`src/rtl/duty_value_display_pkg.sv`:
```
// Shared types and constants for the duty-cycle value display: converter FSM states,
// active-high seven-segment glyphs ({g,f,e,d,c,b,a}) and the nibble decoder.
package duty_value_display_pkg;

  localparam int DEF_VALUE_W = 17;
  localparam int DEF_DIGITS  = 6;

  typedef enum logic [1:0] {
    ST_IDLE,
    ST_SHIFT,
    ST_DONE
  } conv_state_e;

  localparam logic [6:0] GLYPH_0     = 7'h3F;
  localparam logic [6:0] GLYPH_1     = 7'h06;
  localparam logic [6:0] GLYPH_2     = 7'h5B;
  localparam logic [6:0] GLYPH_3     = 7'h4F;
  localparam logic [6:0] GLYPH_4     = 7'h66;
  localparam logic [6:0] GLYPH_5     = 7'h6D;
  localparam logic [6:0] GLYPH_6     = 7'h7D;
  localparam logic [6:0] GLYPH_7     = 7'h07;
  localparam logic [6:0] GLYPH_8     = 7'h7F;
  localparam logic [6:0] GLYPH_9     = 7'h6F;
  localparam logic [6:0] GLYPH_BLANK = 7'h00;

  // Codes 10-15 cannot come out of a correct conversion; show nothing rather than garbage.
  function automatic logic [6:0] nibble_to_glyph(input logic [3:0] nib);
    case (nib)
      4'd0:    return GLYPH_0;
      4'd1:    return GLYPH_1;
      4'd2:    return GLYPH_2;
      4'd3:    return GLYPH_3;
      4'd4:    return GLYPH_4;
      4'd5:    return GLYPH_5;
      4'd6:    return GLYPH_6;
      4'd7:    return GLYPH_7;
      4'd8:    return GLYPH_8;
      4'd9:    return GLYPH_9;
      default: return GLYPH_BLANK;
    endcase
  endfunction

endpackage

```
`src/rtl/duty_value_display_if.sv`:
```
// Conversion handshake between the measurement stage and the display block:
// binary value and load request in, busy / packed BCD / valid pulse out.
interface duty_value_display_if #(
  parameter int VALUE_W = duty_value_display_pkg::DEF_VALUE_W,
  parameter int DIGITS  = duty_value_display_pkg::DEF_DIGITS
) ();

  logic [VALUE_W-1:0]  value;
  logic                load;
  logic                busy;
  logic [4*DIGITS-1:0] bcd;
  logic                bcd_valid;

  modport master (
    output value,
    output load,
    input  busy,
    input  bcd,
    input  bcd_valid
  );

  modport slave (
    input  value,
    input  load,
    output busy,
    output bcd,
    output bcd_valid
  );

endinterface

```
`src/rtl/duty_value_display_bin2bcd_seq.sv`:
```
// Sequential double-dabble converter: one shift per clock, result latched into bcd
// on entry to DONE so the display never sees a half-built scratch value.
module bin2bcd_seq
  import duty_value_display_pkg::*;
#(
  parameter int VALUE_W = DEF_VALUE_W,
  parameter int DIGITS  = DEF_DIGITS
) (
  input  logic                clk,
  input  logic                reset,
  input  logic [VALUE_W-1:0]  value,
  input  logic                load,
  output logic                busy,
  output logic [4*DIGITS-1:0] bcd,
  output logic                bcd_valid
);

  localparam int CNT_W = $clog2(VALUE_W + 1);

  conv_state_e         state_q, state_d;
  logic [VALUE_W-1:0]  shreg_q, shreg_d;
  logic [4*DIGITS-1:0] scratch_q, scratch_d;
  logic [4*DIGITS-1:0] bcd_q, bcd_d;
  logic [CNT_W-1:0]    cnt_q, cnt_d;
  logic [4*DIGITS-1:0] adjusted;

  always_ff @(posedge clk or negedge reset) begin
    if (!reset) begin
      state_q   <= ST_IDLE;
      shreg_q   <= '0;
      scratch_q <= '0;
      bcd_q     <= '0;
      cnt_q     <= '0;
    end else begin
      state_q   <= state_d;
      shreg_q   <= shreg_d;
      scratch_q <= scratch_d;
      bcd_q     <= bcd_d;
      cnt_q     <= cnt_d;
    end
  end

  always_comb begin
    adjusted = scratch_q;
    for (int i = 0; i < DIGITS; i++) begin
      if (scratch_q[4*i +: 4] >= 4'd5) adjusted[4*i +: 4] = scratch_q[4*i +: 4] + 4'd3;
    end

    state_d   = state_q;
    shreg_d   = shreg_q;
    scratch_d = scratch_q;
    bcd_d     = bcd_q;
    cnt_d     = cnt_q;

    // SHIFT spends one extra cycle at count zero to publish the finished scratch.
    case (state_q)
      ST_IDLE: begin
        if (load) begin
          shreg_d   = value;
          scratch_d = '0;
          cnt_d     = CNT_W'(VALUE_W);
          state_d   = ST_SHIFT;
        end
      end
      ST_SHIFT: begin
        if (cnt_q != '0) begin
          scratch_d = {adjusted[4*DIGITS-2:0], shreg_q[VALUE_W-1]};
          shreg_d   = {shreg_q[VALUE_W-2:0], 1'b0};
          cnt_d     = cnt_q - CNT_W'(1);
        end else begin
          bcd_d   = scratch_q;
          state_d = ST_DONE;
        end
      end
      ST_DONE: state_d = ST_IDLE;
      default: state_d = ST_IDLE;
    endcase
  end

  assign busy      = (state_q == ST_SHIFT);
  assign bcd_valid = (state_q == ST_DONE);
  assign bcd       = bcd_q;

endmodule

```
`src/rtl/duty_value_display.sv`:
```
// Duty-cycle value display: converts the measured value to BCD on request and scans it
// onto a multiplexed seven-segment display with leading-zero blanking.
module duty_value_display
  import duty_value_display_pkg::*;
#(
  parameter int VALUE_W        = DEF_VALUE_W,
  parameter int DIGITS         = DEF_DIGITS,
  parameter int REFRESH_DIV    = 50000,
  parameter int SEG_ACTIVE_LOW = 1
) (
  input  logic                clk,
  input  logic                reset,
  duty_value_display_if.slave conv,
  input  logic                enable,
  output logic [DIGITS-1:0]   an,
  output logic [6:0]          seg,
  output logic                dp
);

  localparam int         REF_W   = $clog2(REFRESH_DIV);
  localparam int         IDX_W   = (DIGITS > 1) ? $clog2(DIGITS) : 1;
  localparam logic [6:0] SEG_OFF = (SEG_ACTIVE_LOW != 0) ? 7'h7F : 7'h00;
  localparam logic       DP_OFF  = (SEG_ACTIVE_LOW != 0);

  logic [REF_W-1:0]  refresh_q, refresh_d;
  logic [IDX_W-1:0]  idx_q, idx_d;
  logic [DIGITS-1:0] an_q, an_d;
  logic [6:0]        seg_q, seg_d;
  logic              dp_q, dp_d;
  logic [3:0]        cur_nib;
  logic              lead_zero;
  logic [6:0]        glyph;

  bin2bcd_seq #(
    .VALUE_W (VALUE_W),
    .DIGITS  (DIGITS)
  ) u_conv (
    .clk       (clk),
    .reset     (reset),
    .value     (conv.value),
    .load      (conv.load),
    .busy      (conv.busy),
    .bcd       (conv.bcd),
    .bcd_valid (conv.bcd_valid)
  );

  always_ff @(posedge clk or negedge reset) begin
    if (!reset) begin
      refresh_q <= '0;
      idx_q     <= '0;
      an_q      <= '1;
      seg_q     <= SEG_OFF;
      dp_q      <= DP_OFF;
    end else begin
      refresh_q <= refresh_d;
      idx_q     <= idx_d;
      an_q      <= an_d;
      seg_q     <= seg_d;
      dp_q      <= dp_d;
    end
  end

  always_comb begin
    refresh_d = refresh_q + REF_W'(1);
    idx_d     = idx_q;
    if (refresh_q == REF_W'(REFRESH_DIV - 1)) begin
      refresh_d = '0;
      idx_d     = (idx_q == IDX_W'(DIGITS - 1)) ? '0 : idx_q + IDX_W'(1);
    end

    // A digit is a leading zero when it and every more significant digit are zero.
    cur_nib   = '0;
    lead_zero = 1'b1;
    for (int i = 0; i < DIGITS; i++) begin
      if (i == int'(idx_q)) cur_nib = conv.bcd[4*i +: 4];
      if ((i >= int'(idx_q)) && (conv.bcd[4*i +: 4] != 4'd0)) lead_zero = 1'b0;
    end
    glyph = ((idx_q != '0) && lead_zero) ? GLYPH_BLANK : nibble_to_glyph(cur_nib);

    an_d  = '1;
    seg_d = SEG_OFF;
    dp_d  = DP_OFF;
    if (enable) begin
      an_d  = ~(DIGITS'(1) << idx_q);
      seg_d = (SEG_ACTIVE_LOW != 0) ? ~glyph : glyph;
    end
  end

  assign an  = an_q;
  assign seg = seg_q;
  assign dp  = dp_q;

endmodule

```
`src/flat_wrapper.sv`:
```
// flat-port wrapper written by rule: the top's interface ports become plain ports
module duty_value_display_flat import duty_value_display_pkg::*;
#(
  parameter int VALUE_W        = DEF_VALUE_W,
  parameter int DIGITS         = DEF_DIGITS,
  parameter int REFRESH_DIV    = 50000,
  parameter int SEG_ACTIVE_LOW = 1
)
  (clk, reset, enable, an, seg, dp, conv_value, conv_load, conv_busy, conv_bcd, conv_bcd_valid);
  duty_value_display_if #(.VALUE_W(VALUE_W), .DIGITS(DIGITS)) conv_i ();
  input  logic clk;
  input  logic reset;
  input  logic enable;
  output logic [DIGITS-1:0] an;
  output logic [6:0] seg;
  output logic dp;
  input wire logic [$bits(conv_i.value)-1:0] conv_value;
  input wire logic [$bits(conv_i.load)-1:0] conv_load;
  output wire logic [$bits(conv_i.busy)-1:0] conv_busy;
  output wire logic [$bits(conv_i.bcd)-1:0] conv_bcd;
  output wire logic [$bits(conv_i.bcd_valid)-1:0] conv_bcd_valid;
  assign conv_i.value = conv_value;
  assign conv_i.load = conv_load;
  assign conv_busy = conv_i.busy;
  assign conv_bcd = conv_i.bcd;
  assign conv_bcd_valid = conv_i.bcd_valid;
  duty_value_display #(.VALUE_W(VALUE_W), .DIGITS(DIGITS), .REFRESH_DIV(REFRESH_DIV), .SEG_ACTIVE_LOW(SEG_ACTIVE_LOW)) u_core (.clk(clk), .reset(reset), .conv(conv_i), .enable(enable), .an(an), .seg(seg), .dp(dp));
endmodule
```
`config.mk`:
```
export PLATFORM = sky130hd
export DESIGN_NAME = duty_value_display_flat
export DESIGN_NICKNAME = d
export VERILOG_FILES = /design/src/rtl/duty_value_display_pkg.sv /design/src/rtl/duty_value_display_if.sv /design/src/rtl/duty_value_display_bin2bcd_seq.sv /design/src/rtl/duty_value_display.sv /design/src/flat_wrapper.sv
export SDC_FILE = /design/constraint.sdc
export NUM_CORES = 1
export LEC_CHECK = 0
export ABC_CLOCK_PERIOD_IN_PS = 2800
export CAP_MARGIN = 10
export CORE_AREA = 2 2 136 138
export DETAILED_ROUTE_END_ITERATION = 10
export DIE_AREA = 0 0 138 140
export PLACE_DENSITY_LB_ADDON = 0.1
export SYNTH_ARGS = -nofsm -noshare
export SYNTH_HDL_FRONTEND = slang
export SYNTH_SLANG_ARGS = --single-unit
export TNS_END_PERCENT = 100
```
`constraint.sdc`:
```
create_clock -name clk -period 2.8 [get_ports clk]
set_input_delay 0.84 -clock clk [delete_from_list [all_inputs] [get_ports clk]]
set_output_delay 0.84 -clock clk [all_outputs]
set_load 0.02 [all_outputs]
```
== After elaboration in Yosys (flattened, before gate mapping) ==
Memory sizes are Yosys's and may differ from the RTL's.
Index checks and enable logic that the tools add are counted.

* Register bits after elaboration: 104
* Memory bits (read-only): 112
* Bits of input ports: 21
* Output and inout port bits: 40
* Word-level logic and storage cells: 103
* Memories kept: 1

{| class="wikitable"
|+ Memory list
! memory !! words !! bits a word !! read ports !! clocked after memory_dff !! wr ports !! line !! text
|-
| (name not given) || 16 || 7 || 1 || 0 || 0 || duty_value_display_pkg.sv:28 || <nowiki>case (nib)</nowiki>
|}

* Add/subtract/negate cells: 9
* Order comparisons: 12
* Equality and inequality tests: 12
* Shift-type cells: 1
* Muxes and demuxes: 35
* Bitwise logic cells: 3
* Reductions and logical operators: 21

{| class="wikitable"
|+ Operators by type and width
! kind !! number
|-
| 24-bit 2-to-1 mux || 2
|-
| 24-bit case mux with 2 select lines || 1
|-
| 4-bit 2-to-1 mux || 11
|-
| 17-bit 2-to-1 mux || 2
|-
| 17-bit case mux with 2 select lines || 1
|-
| 4-bit by 3-bit greater-or-equal comparator with 1-bit output, second input constant || 6
|-
| 4-bit nonzero test || 6
|-
| 4-bit by 2-bit adder with 4-bit output, second input constant || 5
|-
| 16-bit by 1-bit adder with 16-bit output, second input constant || 1
|-
| 16-bit equality test, second input constant || 1
|-
| 16-bit 2-to-1 mux || 1
|-
| 7-bit 2-to-1 mux || 2
|-
| 3-bit equality test, first input constant || 4
|-
| 5-bit 2-to-1 mux || 2
|-
| 5-bit case mux with 2 select lines || 1
|-
| 1-bit logical AND || 7
|-
| 7-bit inverter || 1
|-
| 1-bit by 3-bit greater-or-equal comparator with 1-bit output, first input constant || 2
|-
| 2-bit by 3-bit greater-or-equal comparator with 1-bit output, first input constant || 2
|-
| 3-bit greater-or-equal comparator, first input constant || 2
|-
| 1-bit 2-to-1 mux || 6
|-
| 3-bit 2-to-1 mux || 2
|-
| 6-bit 2-to-1 mux || 1
|-
| 6-bit inverter || 1
|-
| 20 further kinds || 23
|}

== Logic depth before layout (Yosys ltp) ==
* Word-level depth: 12
* Mapped depth: 13
* Gate-level depth less buffers: 12

== Hierarchy ==
From an unflattened synthesis, not the netlist that was laid out.

* Cell total of the unflattened synthesis: 534
* Area, all modules: 5316.3 um2

{| class="wikitable"
|+ Modules (own cells, without submodules)
! module !! instances !! cells an instance !! area each (um2) !! sequential area each (um2)
|-
| bin2bcd_seq || 1 || 331 || 3363.2 || 1801.7
|-
| duty_value_display || 1 || 203 || 1953.1 || 817.0
|}

== Worst setup path after synthesis ==
OpenSTA, ideal clock, no wires.

* Kind: register -> register
* Start point: reg u_core.idx_q[0]
* End point: reg u_core.seg_q[4], in the netlist u_core.seg[4]
* Setup time: 0.079 ns
* Data arrival time: 2.635 ns
* Required time: 2.721 ns
* Path slack: 0.087 ns
* Stages on the path, launching flop included: 14
* Buffers on the path: 1
* Period minus slack after synthesis: 2.713 ns
* Cell sequence: dfrtp_1 inv_1 ha_1 clkbuf_1 nand3b_1 a2111o_1 a32oi_1 inv_1 ha_1 inv_1 o21ai_0 o32ai_1 a211oi_1 o21ai_0

* Longest elaborated chain between the ends: 12
* Elaborated cells between the ends (all ways): 36
* Classes of those cells: order compare (6); eq/ne (5); mux (14); bitwise (1); reduce/logical (9); memory (1)

{| class="wikitable"
|+ Ends and longest elaborated chain
! item !! line !! text
|-
| start, declared || duty_value_display.sv:26 || <nowiki>logic [IDX_W-1:0] idx_q, idx_d;</nowiki>
|-
| start signal, assigned || duty_value_display.sv:56 || <nowiki>idx_q <= idx_d;</nowiki>
|-
| branches (longest 9 deep; another with memory 16 x 7 bit) || - ||
|-
| 7-bit 2-to-1 mux * || duty_value_display.sv:78 || <nowiki>glyph = ((idx_q != '0) && lead_zero) ? GLYPH_BLANK : nibble_to_glyph(cur_nib);</nowiki>
|-
| 7-bit inverter * || duty_value_display.sv:85 || <nowiki>seg_d = (SEG_ACTIVE_LOW != 0) ? ~glyph : glyph;</nowiki>
|-
| 7-bit 2-to-1 mux * || duty_value_display.sv:83 || <nowiki>if (enable) begin</nowiki>
|-
| via u_core.seg_d[4] || duty_value_display.sv:28 || <nowiki>logic [6:0] seg_q, seg_d;</nowiki>
|-
| end signal, assigned || duty_value_display.sv:58 || <nowiki>seg_q <= seg_d;</nowiki>
|-
| end, declared || duty_value_display.sv:28 ||
|}

Mark *: on every way through the listed nets, which the timed path passes.
A chain may end at the register's enable or synchronous reset.

== Final worst setup path ==
* Start point: reg u_core.idx_q[1]
* End point: reg u_core.seg_q[4], in the netlist u_core.seg[4]

The elaborated chain is that of the path after synthesis.

==> impl_metrics.py <==
metrics = {
    "power": {
        "p_seq_frac": 0.382,
        "p_int_mw": 3.974,
        "power.share.clock": 0.216,
        "sw_frac_of_total": 0.3846,
        "vdd_drop_max_mv": 0.3860,
        "pwr-share-comb": 0.402,
        "power.leakage_nw": 2.801,
        "power.density_mw_per_mm2": 989.2,
        "p_switching_mw": 2.483,
    },
    "synthesis": {
        "ys.warnings.count": 0,
        "syn_inst": 520,
        "ys_ff_latch": 104,
        "synth_area_mm2": 0.005269,
        "synth-seq-area-share": 0.4970,
        "synth_flop_cell": "dfrtp_1",
        "avgSynthCellArea_um2": 10.13,
        "async_reset_ff_frac": 1.000,
        "synth_edf_count": 0,
        "syn-num-nets": 566,
        "synth_cell_types": 52,
    },
    "critical_path": {
        "startpoint": "u_core.idx_q[1]$_DFFE_PN0N_",
        "end_kind": "flip-flop",
        "path_max_fanout": 10,
        "arrival_ns": 2.85,
        "critPathRequiredTime_ns": 3.07,
        "cp-endpoint": "u_core.seg[4]$_DFF_PN1_",
        "reg2regPathDepth": 12,
        "start_kind": "flip-flop",
        "r2r-start": "u_core.idx_q[1]$_DFFE_PN0N_",
        "reg2reg_slack_ns": 0.22,
        "crit_type": "flip-flop to flip-flop",
        "r2r-end": "u_core.seg[4]$_DFF_PN1_",
    },
    "cells_and_area": {
        "fin_cells": 817,
        "final_common_cell": "dfrtp_1",
        "n_antenna_cell": 0,
        "final_cell_mix": "dfrtp_1, nand2_1, clkdlybuf4s50_1, o21ai_0, nand3_1",
        "drive_above_1_share": 0.1327,
        "final_nets": 629,
        "area_growth_pct": 23.89,
    },
    "routing": {
        "first_pass_iters": 4,
        "drt_wl_total_mm": 12.53,
        "wl_per_cell_um": 15.33,
        "route.detailed.drc": 0,
        "vias": 3972,
        "drtAntennaViolNets": 0,
        "drt_iter0_drc": 270,
        "vias_per_cell": 4.862,
    },
    "floorplan": {
        "io_pins": 61,
        "coreArea_mm2": 0.01778,
        "die_h_um": 140,
        "die_area_mm2": 0.01932,
        "rows": 49,
        "dieWidth_um": 138,
        "start_util": 0.2963,
    },
    "clocking": {
        "cts_buffers": 9,
        "ctsHoldBuffers": 0,
        "cts.htree.levels": 3,
        "insertion_delay_ns": 0.35,
        "clk_pin_slew_ns": 0.07,
        "ctsRootBufferMaster": "clkbuf_16",
        "cts_tree": "built",
        "clock-sinks": 104,
        "cts_buffer_depth": 2,
    },
    "place": {
        "gp_congestion": 0.8445,
        "port-buffer-count": 59,
        "hpwlAfterDp_mm": 8.576,
        "dp_cells": 800,
    },
    "sta": {
        "setup_tns_ns": 0,
        "clock.fmax_mhz": 387.9,
        "worstMarginPinSlew_ns": 0.7159,
        "fin_hold_ws_ns": 0.4784,
        "slew_violations": 0,
        "setup_viol": 0,
        "clock_skew_ns": 0.009565,
        "period_minus_slack_ns": 2.578,
        "fin_crit_sh": 0.9206,
        "rsz0062_at_grt": "no",
        "slew_headroom": 0.5228,
        "hold_viol": 0,
    },
    "grt": {
        "track_usage": 0.1343,
        "grt_max_degree": 105,
        "grt_pass1_wl_mm": 21.01,
        "grt_antenna_before_repair": 0,
        "grt_pass1_vias": 4007,
        "grt_remaining_overflow": 0,
    },
    "run": {
        "maxCapViolCount": 0,
    },
    "status": {
        "status": "finished clean",
    },
    "worst_hold_path": {
        "hp-class": "flip-flop to flip-flop",
    },
}
layout make-up:
class | instances | area (um^2)
fill | 1793 | 11250
sequential | 104 | 2621
multi-input combinational | 362 | 2456
timing repair buffer | 76 | 728.2
tap | 229 | 286.5
clock buffer | 11 | 242.7
inverter | 30 | 112.6
clock inverter | 5 | 80.08
how the worst min path moves through the flow:
stage,to,cells after the start,start,slack [ns]
floorplan,u_core.u_conv.shreg_q[16]$_DFFE_PN0P_,2,u_core.u_conv.shreg_q[16]$_DFFE_PN0P_,0.45
global placement,u_core.u_conv.shreg_q[7]$_DFFE_PN0P_,2,u_core.u_conv.shreg_q[7]$_DFFE_PN0P_,0.46
detailed placement,u_core.u_conv.shreg_q[7]$_DFFE_PN0P_,2,u_core.u_conv.shreg_q[7]$_DFFE_PN0P_,0.46
CTS,u_core.u_conv.shreg_q[7]$_DFFE_PN0P_,2,u_core.u_conv.shreg_q[7]$_DFFE_PN0P_,0.48
global route,u_core.u_conv.shreg_q[3]$_DFFE_PN0P_,2,u_core.u_conv.shreg_q[3]$_DFFE_PN0P_,0.50
finish,u_core.u_conv.shreg_q[15]$_DFFE_PN0P_,2,u_core.u_conv.shreg_q[15]$_DFFE_PN0P_,0.48
power by group through the flow:
stage | sequential [mW] | combinational (mW) | clock, mW
5_1_grt | 2.54 | 2.92 | 1.50
3_3_place_gp | 2.50 | 2.59 | 0
6_report | 2.47 | 2.60 | 1.39
4_1_cts | 2.47 | 2.64 | 1.44
2_1_floorplan | 2.55 | 1.58 | 0
3_5_place_dp | 2.49 | 2.63 | 0
Yosys cell counts, drive strengths merged (8+ instances only):
library cell	n	share of area
nor2	25	0.018
nor4	9	0.012
dfstp	13	0.065
xnor2	12	0.020
ha	25	0.059
buf	9	0.012
a22oi	20	0.028
dfrtp	91	0.43
inv	30	0.021
xor2	17	0.028
nor2b	8	0.0095
o31ai	12	0.017
nand3	30	0.028
nand2b	9	0.011
o21ai	38	0.036
nand2	68	0.048
clkbuf	15	0.011
a21oi	22	0.021
mux2	12	0.026
flip-flops by register name, indices dropped and copies added (netlist names):
register                 cells
u_core.an                    6
u_core.idx_q                 3
u_core.refresh_q            16
u_core.seg                   7
u_core.u_conv.bcd           24
u_core.u_conv.cnt_q          5
u_core.u_conv.scratch_q     24
u_core.u_conv.shreg_q       17
u_core.u_conv.state_q        2
worst max-delay path, cell delays in order (launching register included):
cell	delay (ns)
dfrtp_2	0.46
inv_1	0.12
ha_4	0.21
nand3b_1	0.18
a2111o_1	0.40
a32oi_2	0.22
inv_1	0.10
ha_1	0.19
inv_1	0.08
o21ai_0	0.08
o32ai_1	0.23
a211oi_1	0.06
o21ai_0	0.18
metal layers:
layer,routed length (um),vias to the layer above,global-route usage
met5,0,-,0
met4,257,0,0.05639
met3,404,19,0.02564
met2,5402,80,0.1998
met1,6462,1925,0.1916
li1,-,1948,-
stage by stage:
step	worst slack [ns]	util	power (mW)	area [um^2]
2_1_floorplan	0.08675	-	4.128	5269
5_1_grt	0.01256	0.3671	6.961	6528
4_1_cts	0.05866	0.3645	6.539	6480
6_report	0.2222	0.3671	6.457	6528
3_3_place_gp	0.1658	0.3463	5.086	6157
3_5_place_dp	0.09485	0.3463	5.119	6157
cells by family (layout without fill, tap and decap cells):
| family | after synthesis | after routing | share of synthesized area |
|---|---|---|---|
| compound gates | 116 | 116 | 0.1525 |
| xor+xnor | 29 | 29 | 0.04821 |
| simple gates | 173 | 173 | 0.1612 |
| flops | 104 | 104 | 0.4970 |
| fa+ha+maj | 25 | 25 | 0.05937 |
| mux | 18 | 18 | 0.03705 |
| buf+inv | 54 | 122 | 0.04393 |
| other cells | 1 | 1 | 0.0007117 |
timing repair:
action                                  in CTS  in global routing
endpoints found under the setup margin       0                  6
setup buffers                                0                  1
gates resized for setup                      0                 10
Note: power is estimated with default switching activity, not from simulation.
==> edit 1 (config.mk and constraints unchanged) <==
The package constant `DEF_VALUE_W` goes from 17 to 34.
--- a/src/rtl/duty_value_display_pkg.sv
+++ b/src/rtl/duty_value_display_pkg.sv
@@ -4,3 +4,3 @@
 
-  localparam int DEF_VALUE_W = 17;
+  localparam int DEF_VALUE_W = 34;
   localparam int DEF_DIGITS  = 6;
Interface: changed (resized conv_value); port bits go from 61 to 78. No check against the original RTL was run, so the function may have changed too.
==> edit 1 against the unedited design <==
Power up 33%; routed wire length rose by 14%; count of clock-buffer cells in the layout is 12 higher; worst setup slack got worse by 0.041 ns; via count up 20%; final area up 20%; sequential cell count rose by 18; clock skew fell by 0.0051 ns; clock power up 50%; fmax down 1.6%; area after synthesis rose by 18%; sequential power increased by 23%; critical path depth fell by 2.
==> edit 1: results (changes against the unedited design) <==
TritonCTS buffer count 17 (+8); Setup Skew 0.00445 ns (-0.00511 ns); Max VDD drop 0.000498 V (+29%); sequential fraction of the synthesis area 0.493 (-0.00426); Area contributors post-synth dfrtp_1, dfstp_2, nand2_1; vias in the first global route 4,705 (+17%); Port Buffer Count 76 (+29%); routed len/inst 15.0 um (-2.3%); worst min path class input pin to asynchronous set/reset pin; Inst Count DP 919 (+15%); outcome complete, no violations; Clk Latency, worst-skew pair 0.41 ns (+0.06 ns); slew margin rel. 0.580 (+0.0573); met2 Use GR 0.253 (+0.0534); R2R Setup Slk 0.18 ns (-0.04 ns); M1 GR Usage 0.201 (+0.00937); DP HPWL 9820 um (+14%); DRT Pass-1 Iters 5 (+1); Leak Pwr 0.00335 uW (+20%); GRT met3 Usage 0.0349 (+0.00923); via count of the routed design 4,775 (+20%); wire length on met1 6720 um (+4.0%); syn_nets 695 (+23%); Placer Congestion 0.841 (-0.37%); reg2reg path depth 10 (-2); top post-synthesis cells by count dfrtp_1, nand2_1, nor2_1; Clock transition at path regs 0.05 ns (-0.02 ns); WP data arrival 2.96 ns (+0.11 ns); layout cells sized above 1 0.135 (+0.00188); met3 WL post-DR 544 um (+35%); first-pass GRT wire length 23,900 um (+14%); initial DRC count 304 (+13%); largest net degree at the start of global routing 70 (-33%); crit-path max FO 9 (-1)
## edit 1: changes by cell type after synthesis, sizes merged, moves of 4 or more
cell,delta
nor2,+38
a31oi,+35
nand2,+23
dfrtp,+18
a22oi,-16
mux2,+12
buf,+6
nor3b,+6
o31ai,-6
xor2,-5
clkbuf,+4
## edit 1: through the flow
step	cell area, um^2	total power, uW	setup WS [ns]	hold slack [ns]
6_report	7820	8620	0.181	0.428
5_1_grt	7820	9330	0.0550	0.436
4_1_cts	7820	8740	0.152	0.431
3_5_place_dp	7260	6610	0.175	0.472
3_3_place_gp	7260	6490	0.231	0.468
2_1_floorplan	6230	5420	0.0695	0.449
## edit 1: worst max-delay path, cell delays in order (launching register included)
cell and delay, ns:
dfrtp_1 0.49, inv_1 0.11, ha_1 0.26, nand3b_1 0.19, a2111o_1 0.38, a32oi_1 0.23
inv_1 0.12, ha_1 0.25, nor4_2 0.31, a2111oi_2 0.07, o21ai_1 0.15
## edit 1: layout make-up
cell class	instances	area [um^2]	area share
well taps	229	287	0.0366
clock buffers	23	458	0.0585
multi-input cells	446	2890	0.369
repair buffers	92	916	0.117
clock inverters	8	96.3	0.0123
flip-flops and latches	122	3070	0.392
inverters	30	113	0.0144
## edit 1: logic make-up after synthesis
| logic type | share of synthesized area |
|---|---|
| AOI/OAI and AO/OA | 0.145 |
| xor gates and xnor gates | 0.0366 |
| adders and majority gates | 0.0502 |
| buffers and inverters | 0.0450 |
| DFF | 0.493 |
| muxes | 0.0514 |
| other | 0.000602 |
| and+or+nand+nor | 0.179 |
## edit 1: power breakdown
part | leakage, uW | internal, uW | total, uW | switching (uW)
clock network | 0.000271 | 1320 | 2080 | 756
logic | 0.00158 | 1550 | 3510 | 1960
registers | 0.00150 | 2460 | 3030 | 573
total | 0.00335 | 5330 | 8620 | 3290
==> edit 2 (config.mk and constraints unchanged) <==
Without the edit above. Take the reset off `shreg_q` and load it in a clocked block of its own.
--- a/src/rtl/duty_value_display_bin2bcd_seq.sv
+++ b/src/rtl/duty_value_display_bin2bcd_seq.sv
@@ -29,3 +29,2 @@
       state_q   <= ST_IDLE;
-      shreg_q   <= '0;
       scratch_q <= '0;
@@ -35,3 +34,2 @@
       state_q   <= state_d;
-      shreg_q   <= shreg_d;
       scratch_q <= scratch_d;
@@ -40,2 +38,6 @@
     end
+  end
+
+  always_ff @(posedge clk) begin
+    shreg_q <= shreg_d;
   end
Function: same outputs for any inputs over 10 cycles, from zero or initial values and one cycle with reset low; that may be too few to reach the edited logic, so the function may still have changed.
==> edit 2 against the unedited design <==
Synthesized cell count decreased by 6.2%; worst setup slack improved by 0.0087 ns; sequential cell count unchanged; die area unchanged; sequential share of layout area increased by 1.9 points; routed wire length decreased by 5.7%; clock skew decreased by 0.00091 ns; core utilization decreased by 0.53 points; count of clock-buffer cells in the layout increased by 1; global-route usage decreased by 0.41 points; power increased by 4.2%; final area decreased by 1.4%; area after synthesis decreased by 1.0%; via count decreased by 5.4%; largest cell class unchanged; highest routed layer unchanged.
==> edit 2: results (changes against the unedited design) <==
outcome complete, no violations; DP HPWL 8540 um (-0.45%); Hold Worst Slack 0.391 ns (-0.0877 ns); first-pass GRT wire length 20,200 um (-4.1%); met2 routed WL 5340 um (-1.1%); Max VDD drop 0.000388 V (+0.66%); Leak Pwr 0.00273 uW (-2.4%); Cell Area, Placed 6110 um^2 (-0.81%); crit path time final 2.57 ns (-0.00875 ns); via count of the routed design 3,756 (-5.4%); syn avg cell area 10.7 um^2 (+5.4%); crit-path max FO 9 (-1); Yosys cell types 50 (-3.8%); final wirelength 11,800 um (-5.7%); Post-synth EDFFs 17 (+17); DRT Pass-1 Iters 5 (+1); Area contributors post-synth dfrtp_1, edfxtp_1, dfstp_2; sequential fraction of the synthesis area 0.519 (+0.0216); initial DRC count 222 (-18%); Power Dens Cells 1050 nW/um^2 (+5.8%); largest net degree at the start of global routing 46 (-56%); Worst Setup SP u_core.idx_q[0]; layout cells sized above 1 0.140 (+0.00763); syn_nets 534 (-5.7%); adder-cell area share of the yosys netlist 0.0600 (+0.000627); GRT Util Overall 0.130 (-0.00411); met2 Use GR 0.203 (+0.00339); WP data arrival 2.84 ns (about the same); reg2reg path depth 8 (-4); met3 WL post-DR 430 um (+6.4%); GRT met3 Usage 0.0260 (+0.000342); worst min path class input pin to asynchronous set/reset pin; Post-Synth XOR/XNOR Area 0.0420 (-0.00621); wire length on met1 5790 um (-10%); top post-synthesis cells by count dfrtp_1, o21ai_0, nand2_1; mux share of post-synthesis cell area 0.0679 (+0.0309); sw power 2490 uW (+0.13%); Inst Count DP 769 (-3.9%); fillers 1,823 (+1.7%); Vias/cell 4.78 (-1.6%); Placer Congestion 0.775 (-8.2%); post-synthesis compound-gate area fraction 0.123 (-0.0291); Seq pwr share 0.391 (+0.009); top cell type's share of synthesized area 0.355 (-0.0770); Async SR Flop Fraction 0.837 (-0.163); vias in the first global route 3,891 (-2.9%); CP max stage cell dfrtp_1; Setup Skew 0.00866 ns (-0.000908 ns)
-- edit 2: layout make-up --
cell class	instances	area, um^2	share of cell area
flip-flops and latches	104	2700	0.420
well taps	229	287	0.0445
repair buffers	73	706	0.110
clock inverters	4	48.8	0.00758
multi-input cells	331	2290	0.356
clock buffers	12	278	0.0432
inverters	32	120	0.0187
-- edit 2: cell families (layout without fill, tap and decap cells) --
| family | Yosys count | in the layout |
|---|---|---|
| buffers and inverters | 53 | 121 |
| multiplexers | 31 | 31 |
| other | 1 | 1 |
| adder cells (fa/ha/maj) | 25 | 25 |
| AND/OR/NAND/NOR | 146 | 146 |
| XOR/XNOR | 25 | 25 |
| flip-flops | 104 | 104 |
| AO/OA/AOI/OAI | 103 | 103 |
-- edit 2: worst max-delay path, delay by kind of cell, from the launching register on --
| kind | cells | cell delay (ns) |
|---|---|---|
| AOI/OAI and AO/OA | 3 | 0.73 |
| muxes | 1 | 0.27 |
| adders and majority gates | 3 | 0.72 |
| DFF | 1 | 0.47 |
| and+or+nand+nor | 1 | 0.28 |
